**src/rtl/fpu_to_int.sv**
```systemverilog
// Iterative float-to-int converter (sign, 6-bit exponent bias 31, 25-bit fraction).
// Define FPU2INT_ROUND_EN for round-to-nearest-even; default build truncates toward zero.
module fpu_to_int (
  input  logic        clock100KHz,
  input  logic        reset,
  input  logic        start,
  input  logic [31:0] op_in,
  output logic [31:0] data_out,
  output logic [3:0]  status_out,
  output logic        busy,
  output logic        done
);

  typedef enum logic [2:0] {IDLE, CLASSIFY, SHIFT, SIGN, DONE} state_t;
  typedef enum logic [3:0] {
    ST_EXACT     = 4'd0,
    ST_INEXACT   = 4'd1,
    ST_OVERFLOW  = 4'd2,
    ST_UNDERFLOW = 4'd3
  } status_t;

`ifdef FPU2INT_ROUND_EN
  localparam bit         ROUND_EN      = 1'b1;
  localparam logic [5:0] UNDERFLOW_EXP = 6'd30;  // k = -1 still rounds up to 1
`else
  localparam bit         ROUND_EN      = 1'b0;
  localparam logic [5:0] UNDERFLOW_EXP = 6'd31;
`endif

  // Exponent at which the 26-bit significand is already an integer (k = 25).
  localparam logic [5:0] ALIGN_EXP = 6'd56;

  state_t      state;
  logic [31:0] op_reg;
  logic [30:0] mag;
  logic [5:0]  n;
  logic        shift_left;
  logic        guard;
  logic        sticky;

  logic        sign;
  logic [5:0]  exponent;
  logic [24:0] frac;
  logic        is_zero;
  logic        is_overflow;
  logic        is_min_int;
  logic        is_underflow;
  logic        shift_left_c;
  logic [5:0]  shift_amt;
  logic        inexact;
  logic        round_up;
  logic [30:0] mag_rnd;
  logic [31:0] result;

  assign sign     = op_reg[31];
  assign exponent = op_reg[30:25];
  assign frac     = op_reg[24:0];

  always_comb begin
    is_zero      = (exponent == 6'd0) && (frac == 25'd0);
    is_overflow  = (exponent >= 6'd62);
    is_min_int   = sign && (exponent == 6'd62) && (frac == 25'd0);
    is_underflow = (exponent < UNDERFLOW_EXP);
    shift_left_c = (exponent > ALIGN_EXP);
    shift_amt    = shift_left_c ? (exponent - ALIGN_EXP) : (ALIGN_EXP - exponent);
  end

  always_comb begin
    inexact  = guard | sticky;
    round_up = ROUND_EN & guard & (sticky | mag[0]);
    mag_rnd  = mag + {30'd0, round_up};
    result   = sign ? (32'd0 - {1'b0, mag_rnd}) : {1'b0, mag_rnd};
  end

  // NOTE: every register in this block uses <= so all updates see pre-edge values.
  always_ff @(posedge clock100KHz) begin
    if (reset) begin
      state      <= IDLE;
      op_reg     <= '0;
      mag        <= '0;
      n          <= '0;
      shift_left <= 1'b0;
      guard      <= 1'b0;
      sticky     <= 1'b0;
      data_out   <= '0;
      status_out <= ST_EXACT;
      busy       <= 1'b0;
      done       <= 1'b0;
    end else begin
      case (state)
        IDLE: begin
          done <= 1'b0;
          if (start) begin
            op_reg <= op_in;
            busy   <= 1'b1;
            state  <= CLASSIFY;
          end
        end

        CLASSIFY: begin
          guard  <= 1'b0;
          sticky <= 1'b0;
          if (is_zero) begin
            data_out   <= '0;
            status_out <= ST_EXACT;
            done       <= 1'b1;
            state      <= DONE;
          end else if (is_overflow) begin
            data_out   <= sign ? 32'h8000_0000 : 32'h7FFF_FFFF;
            status_out <= is_min_int ? ST_EXACT : ST_OVERFLOW;
            done       <= 1'b1;
            state      <= DONE;
          end else if (is_underflow) begin
            data_out   <= '0;
            status_out <= ST_UNDERFLOW;
            done       <= 1'b1;
            state      <= DONE;
          end else begin
            mag        <= {5'd0, 1'b1, frac};
            n          <= shift_amt;
            shift_left <= shift_left_c;
            state      <= (shift_amt == 6'd0) ? SIGN : SHIFT;
          end
        end

        SHIFT: begin
          if (shift_left) begin
            mag <= {mag[29:0], 1'b0};
          end else begin
            mag    <= {1'b0, mag[30:1]};
            guard  <= mag[0];
            sticky <= sticky | guard;
          end
          n <= n - 6'd1;
          if (n == 6'd1) state <= SIGN;
        end

        SIGN: begin
          data_out <= result;
          // Only a nonzero input reaches here, so a zero magnitude means it rounded away.
          if (mag_rnd == 31'd0)  status_out <= ST_UNDERFLOW;
          else if (inexact)      status_out <= ST_INEXACT;
          else                   status_out <= ST_EXACT;
          done  <= 1'b1;
          state <= DONE;
        end

        DONE: begin
          done  <= 1'b0;
          busy  <= 1'b0;
          state <= IDLE;
        end

        default: begin
          done  <= 1'b0;
          busy  <= 1'b0;
          state <= IDLE;
        end
      endcase
    end
  end

endmodule
```
**config.mk**
```make
export PLATFORM = sky130hd
export DESIGN_NAME = fpu_to_int
export DESIGN_NICKNAME = d
export VERILOG_FILES = /design/src/rtl/fpu_to_int.sv
export SDC_FILE = /design/constraint.sdc
export NUM_CORES = 1
export LEC_CHECK = 0
export ABC_AREA = 1
export CELL_PAD_IN_SITES_DETAIL_PLACEMENT = 0
export CELL_PAD_IN_SITES_GLOBAL_PLACEMENT = 2
export CORE_AREA = 10 10 149 151
export DETAILED_ROUTE_END_ITERATION = 6
export DIE_AREA = 0 0 159 161
export PLACE_DENSITY_LB_ADDON = 0.1
export SLEW_MARGIN = 20
export SYNTH_ARGS = -nofsm -noshare
export SYNTH_HDL_FRONTEND = slang
export SYNTH_SLANG_ARGS = --single-unit
```
**constraint.sdc**
```tcl
create_clock -name clock100KHz -period 3.45 [get_ports clock100KHz]
set_input_delay 0.69 -clock clock100KHz [delete_from_list [all_inputs] [get_ports clock100KHz]]
set_output_delay 0.69 -clock clock100KHz [all_outputs]
set_load 0.005 [all_outputs]
```
After elaboration in Yosys (flattened, before gate mapping)
Cells that the tools add are included.
{ "word_totals": {"n_memories": 0, "ram_bits": 0, "in_bits": 35, "out_inout_bits": 38, "latchBits": 0, "ff_bits": 113, "rom_bits": 0} }
{ "op_classes": {"reduce_logical": 19, "order_cmp": 3, "eq_ne": 12, "n_div": 0, "muxes": 40, "bitwise_logic": 6, "n_shift": 0, "n_mul": 0, "n_addsub": 4} }
{ "ops": {"columns": ["operator", "n"], "rows": [
  ["32-bit two-way mux", 5],
  ["31-bit two-way mux", 4],
  ["32-bit one-hot mux with 2 select lines", 1],
  ["31-bit one-hot mux with 2 select lines", 1],
  ["1-bit by 31-bit subtractor with 32-bit output (first input constant)", 1],
  ["31-bit logical NOT", 1],
  ["25-bit logical NOT", 1],
  ["6-bit two-way mux", 4],
  ["3-bit two-way mux", 5],
  ["6-bit logical NOT", 2],
  ["4-bit two-way mux", 3],
  ["2-bit inequality test (second input constant)", 6],
  ["3-bit one-hot mux with 4 select lines", 1],
  ["6-bit one-hot mux with 2 select lines", 1],
  ["2-bit AND reduction", 6],
  ["1-bit two-way mux", 8],
  ["4-bit one-hot mux with 2 select lines", 1],
  ["4-bit AND reduction", 2],
  ["3-bit by 2-bit == test with 1-bit output (second input constant)", 2],
  ["6-bit by 1-bit == test with 1-bit output (second input constant)", 1],
  ["6-bit == test (second input constant)", 1],
  ["6-bit greater-or-equal comparator (second input constant)", 1],
  ["6-bit greater-than comparator (second input constant)", 1],
  ["6-bit by 5-bit less-than comparator with 1-bit output (second input constant)", 1],
  ["other kinds (14)", 24]
]} }

Longest topological paths before layout
{ "logic_depth": {"depth_word": 8, "mapped_depth": 11, "ltp_nobuf": 11} }

Worst setup path after synthesis
Ideal clock, no wire load.
{ "synth_timing": {"path_type": "in2reg", "start": "input reset", "end": "register mag[24]", "setup_time_ps": 65, "path_stages": 5, "arrival_time_ps": 1529, "path_slack_ps": 1856, "t_required_ps": 3385, "path_cell_list": "inv_1 > clkbuf_1 > clkbuf_1 > o21ai_0 > nor2_1"} }
{ "synth_rtl": {"columns": ["element", "line_no", "source"], "rows": [
  ["start, declared", "5", "input logic reset,"],
  ["end signal, assigned", "119", "mag <= {5'd0, 1'b1, frac};"],
  ["end signal, assigned", "128", "mag <= {mag[29:0], 1'b0};"],
  ["end signal, assigned", "130", "mag <= {1'b0, mag[30:1]};"],
  ["end, declared", "35", "logic [30:0] mag;"]
]} }

Worst setup path in the final report
{ "layout_timing": {"start": "register state[0]", "end": "register mag[8]"} }
{ "layout_via": {"elab_chain_cells": 3, "word_cells_on_any_way": 8, "classes_between": "5 x eq/ne; 1 x mux; 2 x reduce/logical"} }
{ "layout_lines": {"columns": ["element", "line_no", "source"], "rows": [
  ["start, declared", "33", "state_t state;"],
  ["start signal, assigned", "122", "state <= (shift_amt == 6'd0) ? SIGN : SHIFT;"],
  ["3-bit by 1-bit == test with 1-bit output or 3-bit by 2-bit == test with 1-bit output (tied branches)", "90", "case (state)"],
  ["2-bit inequality test (no line) or 2-bit nonzero test (tied branches)", null, null],
  ["4-bit AND reduction (no line)", null, null]
]} }
Parallel ways exist; a longest one is shown, timed or not.
A chain may end at the register's enable or synchronous reset.

==> summary.md <==
| Metric | Value |
|---|---|
| Yosys reg bits | 111 |
| Clock tree sinks | 111 |
| Post-synth top area share | 35.6% |
| Post-synthesis mux area share | 0% |
| Nets | 1,030 |
| Final Critical Period | 2260 ps |
| CP Buf/Inv Count | 1 |
| Setup TNS | 0 ps |
| Final Slew Violations | 0 |
| Largest family of logic cells by synthesized area | simple AND/OR/NAND/NOR gates |
| Die Width | 159 um |
| FP Rows | 51 |
| CTS Hold Buffers Added | 0 |
| Vias per cell | 4.81 |
| CTS resizes | 0 |
| Critical-path top delay cell | inv_2 |
| Cell taking the most area after synthesis | dfxtp_1 |
| Worst vdd ir | 0.227 mV |
| Initial Util | 32.5% |
| Die area | 25,600 um^2 |
| Synth warn | 0 |
| Worst Path Class, Setup | reg2reg |
| HPWL after DPL | 14.4 mm |
| Critical Path RT | 3760 ps |
| EDFF count, synth | 0 |
| Top FF cell, synth | dfxtp_1 |
| Pwr Total | 3.92 mW |
| Final Hold Fails | 0 |
| Gate Count Post-Synth | 950 |
| Leak Pwr | 3.11 nW |
| Antenna-violating nets left | 0 |
| Main area contributors after synthesis | dfxtp_1, o21ai_0, nor2_1 |
| Overflow after GRT | 0 |
| DR iter-0 viols | 350 |
| Share of cells above drive strength 1 | 5.75% |
| P&R area growth vs syn | 17.9% |
| Post-synthesis sequential area ratio | 35.6% |
| Post-synth ARST share | 0% |
| Worst setup path startpoint | state[0] |
| Critical path depth | 7 |
| Deepest clock path buffer count | 2 |
| Worst EP arrival | 2570 ps |
| Flop-to-flop setup slack | 1190 ps |
| XOR/XNOR share of the synthesized area | 0.421% |
| Status | completed |
| First-pass GRT wire length | 32.4 mm |
| Total CTS buffers | 9 |
| Pwr/cell area | 532 nW/um^2 |
| Initial antenna violation count | 0 |
| Clock Skews | 12.1 ps |
| # IOs | 73 |
| Hold Path Depth | 2 |
| Cell Area, Synth | 6250 um^2 |
| CP max stage delay | 750 ps |
| RePlAce Congestion | 0.859 |
| Slew at the pin closest to its max-slew limit | 887 ps |
| Max_cap viols | 0 |
| Detailed Route WL | 19.9 mm |
| Crit share post-route | 65.6% |
| CP delay by family, top | buffers and inverters |
| WHS Endpoint | done |
| Fraction of the mapped netlist area in compound gates | 21.7% |
| Number of global-route vias before repair | 5,827 |
| Buffer count from post-CTS setup fixing | 0 |
| DR vias | 6,049 |
| CP startpoint kind | register |
| Worst r2r dst | mag[8] |
| Placeable Area | 19,200 um^2 |
| R2R depth | 7 |
| Post-placement cell area | 7070 um^2 |
| Clock Pin Slew Worst Setup and Hold Paths | 90 ps |
| TritonRoute pass-1 iters | 5 |
| Distinct cells, synth | 41 |
| Cell area after layout | 7370 um^2 |
| CP cell instances | nor2_2, nand2_2, inv_2, o211ai_1, o21ai_0, nor2_1, nor2_1 |
| Post-synthesis adder-cell area fraction | 1.60% |
| Port buffer count | 70 |
| RSZ-0062 raised after global routing | false |
| Clk Latency, worst-skew pair | 360 ps |
| HP Start | done |
| Worst slew margin | 40.8% |
| Crit end category | register |
| Largest net degree at the start of global routing | 66 |
| Mean Syn Cell Area | 6.58 um^2 |
| CP most frequent cell | nor2_1 |
| CTS H-Tree Depth | 3 |
| FMAX | 442 MHz |
| Antenna Cells | 0 |
| Die Y | 161 um |
| Post-route DRC violation count | 0 |
| HP Class | reg2reg |
| Max FO, Critical Path | 55 |
| Root buffer cell | clkbuf_16 |
| WL per Instance | 15.8 um |
| Final setup vio count | 0 |
| GR Util All Layers | 15.4% |
| TritonCTS clock tree | yes |
| Post-Synth Simple-Gate Area | 29.1% |
| Reg2Reg Launch Point | state[0] |
-- routing by layer --
layer / global-route usage (%) / part of all wire [%]
met1: 23.3 / 55
met2: 21.7 / 41
met3: 2.49 / 3.6
met4: 4.00 / 0.75
met5: 0 / 0
-- how the worst max path moves through the flow --
stage and endpoint:
6_report mag[8], 5_1_grt mag[22], 4_1_cts mag[17], 3_5_place_dp op_reg[1], 3_3_place_gp op_reg[7], 2_1_floorplan mag[24]
-- cells by family (layout without fill, tap and decap cells) --
family / count (synthesis) / count (layout)
DFF: 111 / 111
and+or+nand+nor: 417 / 417
xor gates and xnor gates: 3 / 3
buffers and inverters: 163 / 204
AOI/OAI and AO/OA: 247 / 247
other: 1 / 2
adders and majority gates: 8 / 8
-- layout by cell type (no fill, tap or decap), types with 2 or more instances in the layout --
cell and count:
nor2_1 150, nand2_1 139, o21ai_0 127, dfxtp_1 111, inv_1 100, nand3_1 87, clkdlybuf4s50_1 70, a21oi_1 65
o211ai_1 30, o21ai_1 13, nand4_1 12, clkbuf_16 9, ha_1 8, buf_4 8, inv_2 7, nand2_2 6
nor3_1 5, nand3_2 4, o211a_1 3, a21oi_2 3, inv_6 3, xnor2_1 2, nor4_1 2, nor2_2 2
nand3b_1 2, nor2_4 2, o21ai_2 2, nand2_4 2, clkinv_8 2, o22ai_1 2, conb_1 2, inv_8 2
-- cell type report --
cell class                      count  area [um^2]
Fill cell                        2136        11800
Multi-Input combinational cell    677         3310
Sequential cell                   111         2220
Timing Repair Buffer               79          781
Inverter                          109          422
Tap cell                          265          332
Clock buffer                        9          225
Clock inverter                      7         72.6
-- Yosys cell counts, types with 3 or more instances --
cell	count
a21oi_1	65
a21oi_2	3
nand2_1	139
buf_2	10
buf_6	8
nand3_2	3
nor2_1	150
nor3_1	5
o211a_1	3
nand4_1	12
inv_2	6
ha_1	8
buf_4	3
o21ai_1	13
nand2_2	6
o21ai_0	127
nand3_1	88
dfxtp_1	111
inv_1	101
o211ai_1	30
clkbuf_1	30
-- report_power, final --
group | internal [mW] | leakage (nW) | switching, mW
registers | 1.44 | 0.909 | 0.125
clock network | 0.516 | 0.144 | 0.564
logic | 0.474 | 2.06 | 0.801
total | 2.43 | 3.11 | 1.49
-- worst register-to-register path, cell delays in order (launching register included) --
cell and delay (ps):
dfxtp_1 350, nor2_2 200, nand2_2 300, inv_2 750, o211ai_1 290, o21ai_0 150, nor2_1 70, nor2_1 90
-- through the flow --
stage               util (%)  setup slack (ps)  instances  hold slack (ps)
finish                  38.4              1190       1257              468
global route            38.4               917       1257              496
CTS                     38.4              1180       1257              474
detailed placement      36.8              1200       1241              462
global placement        36.8              1200       1241              450
floorplan                  -              1860        951              439
Power figures use the tool's default switching activity.
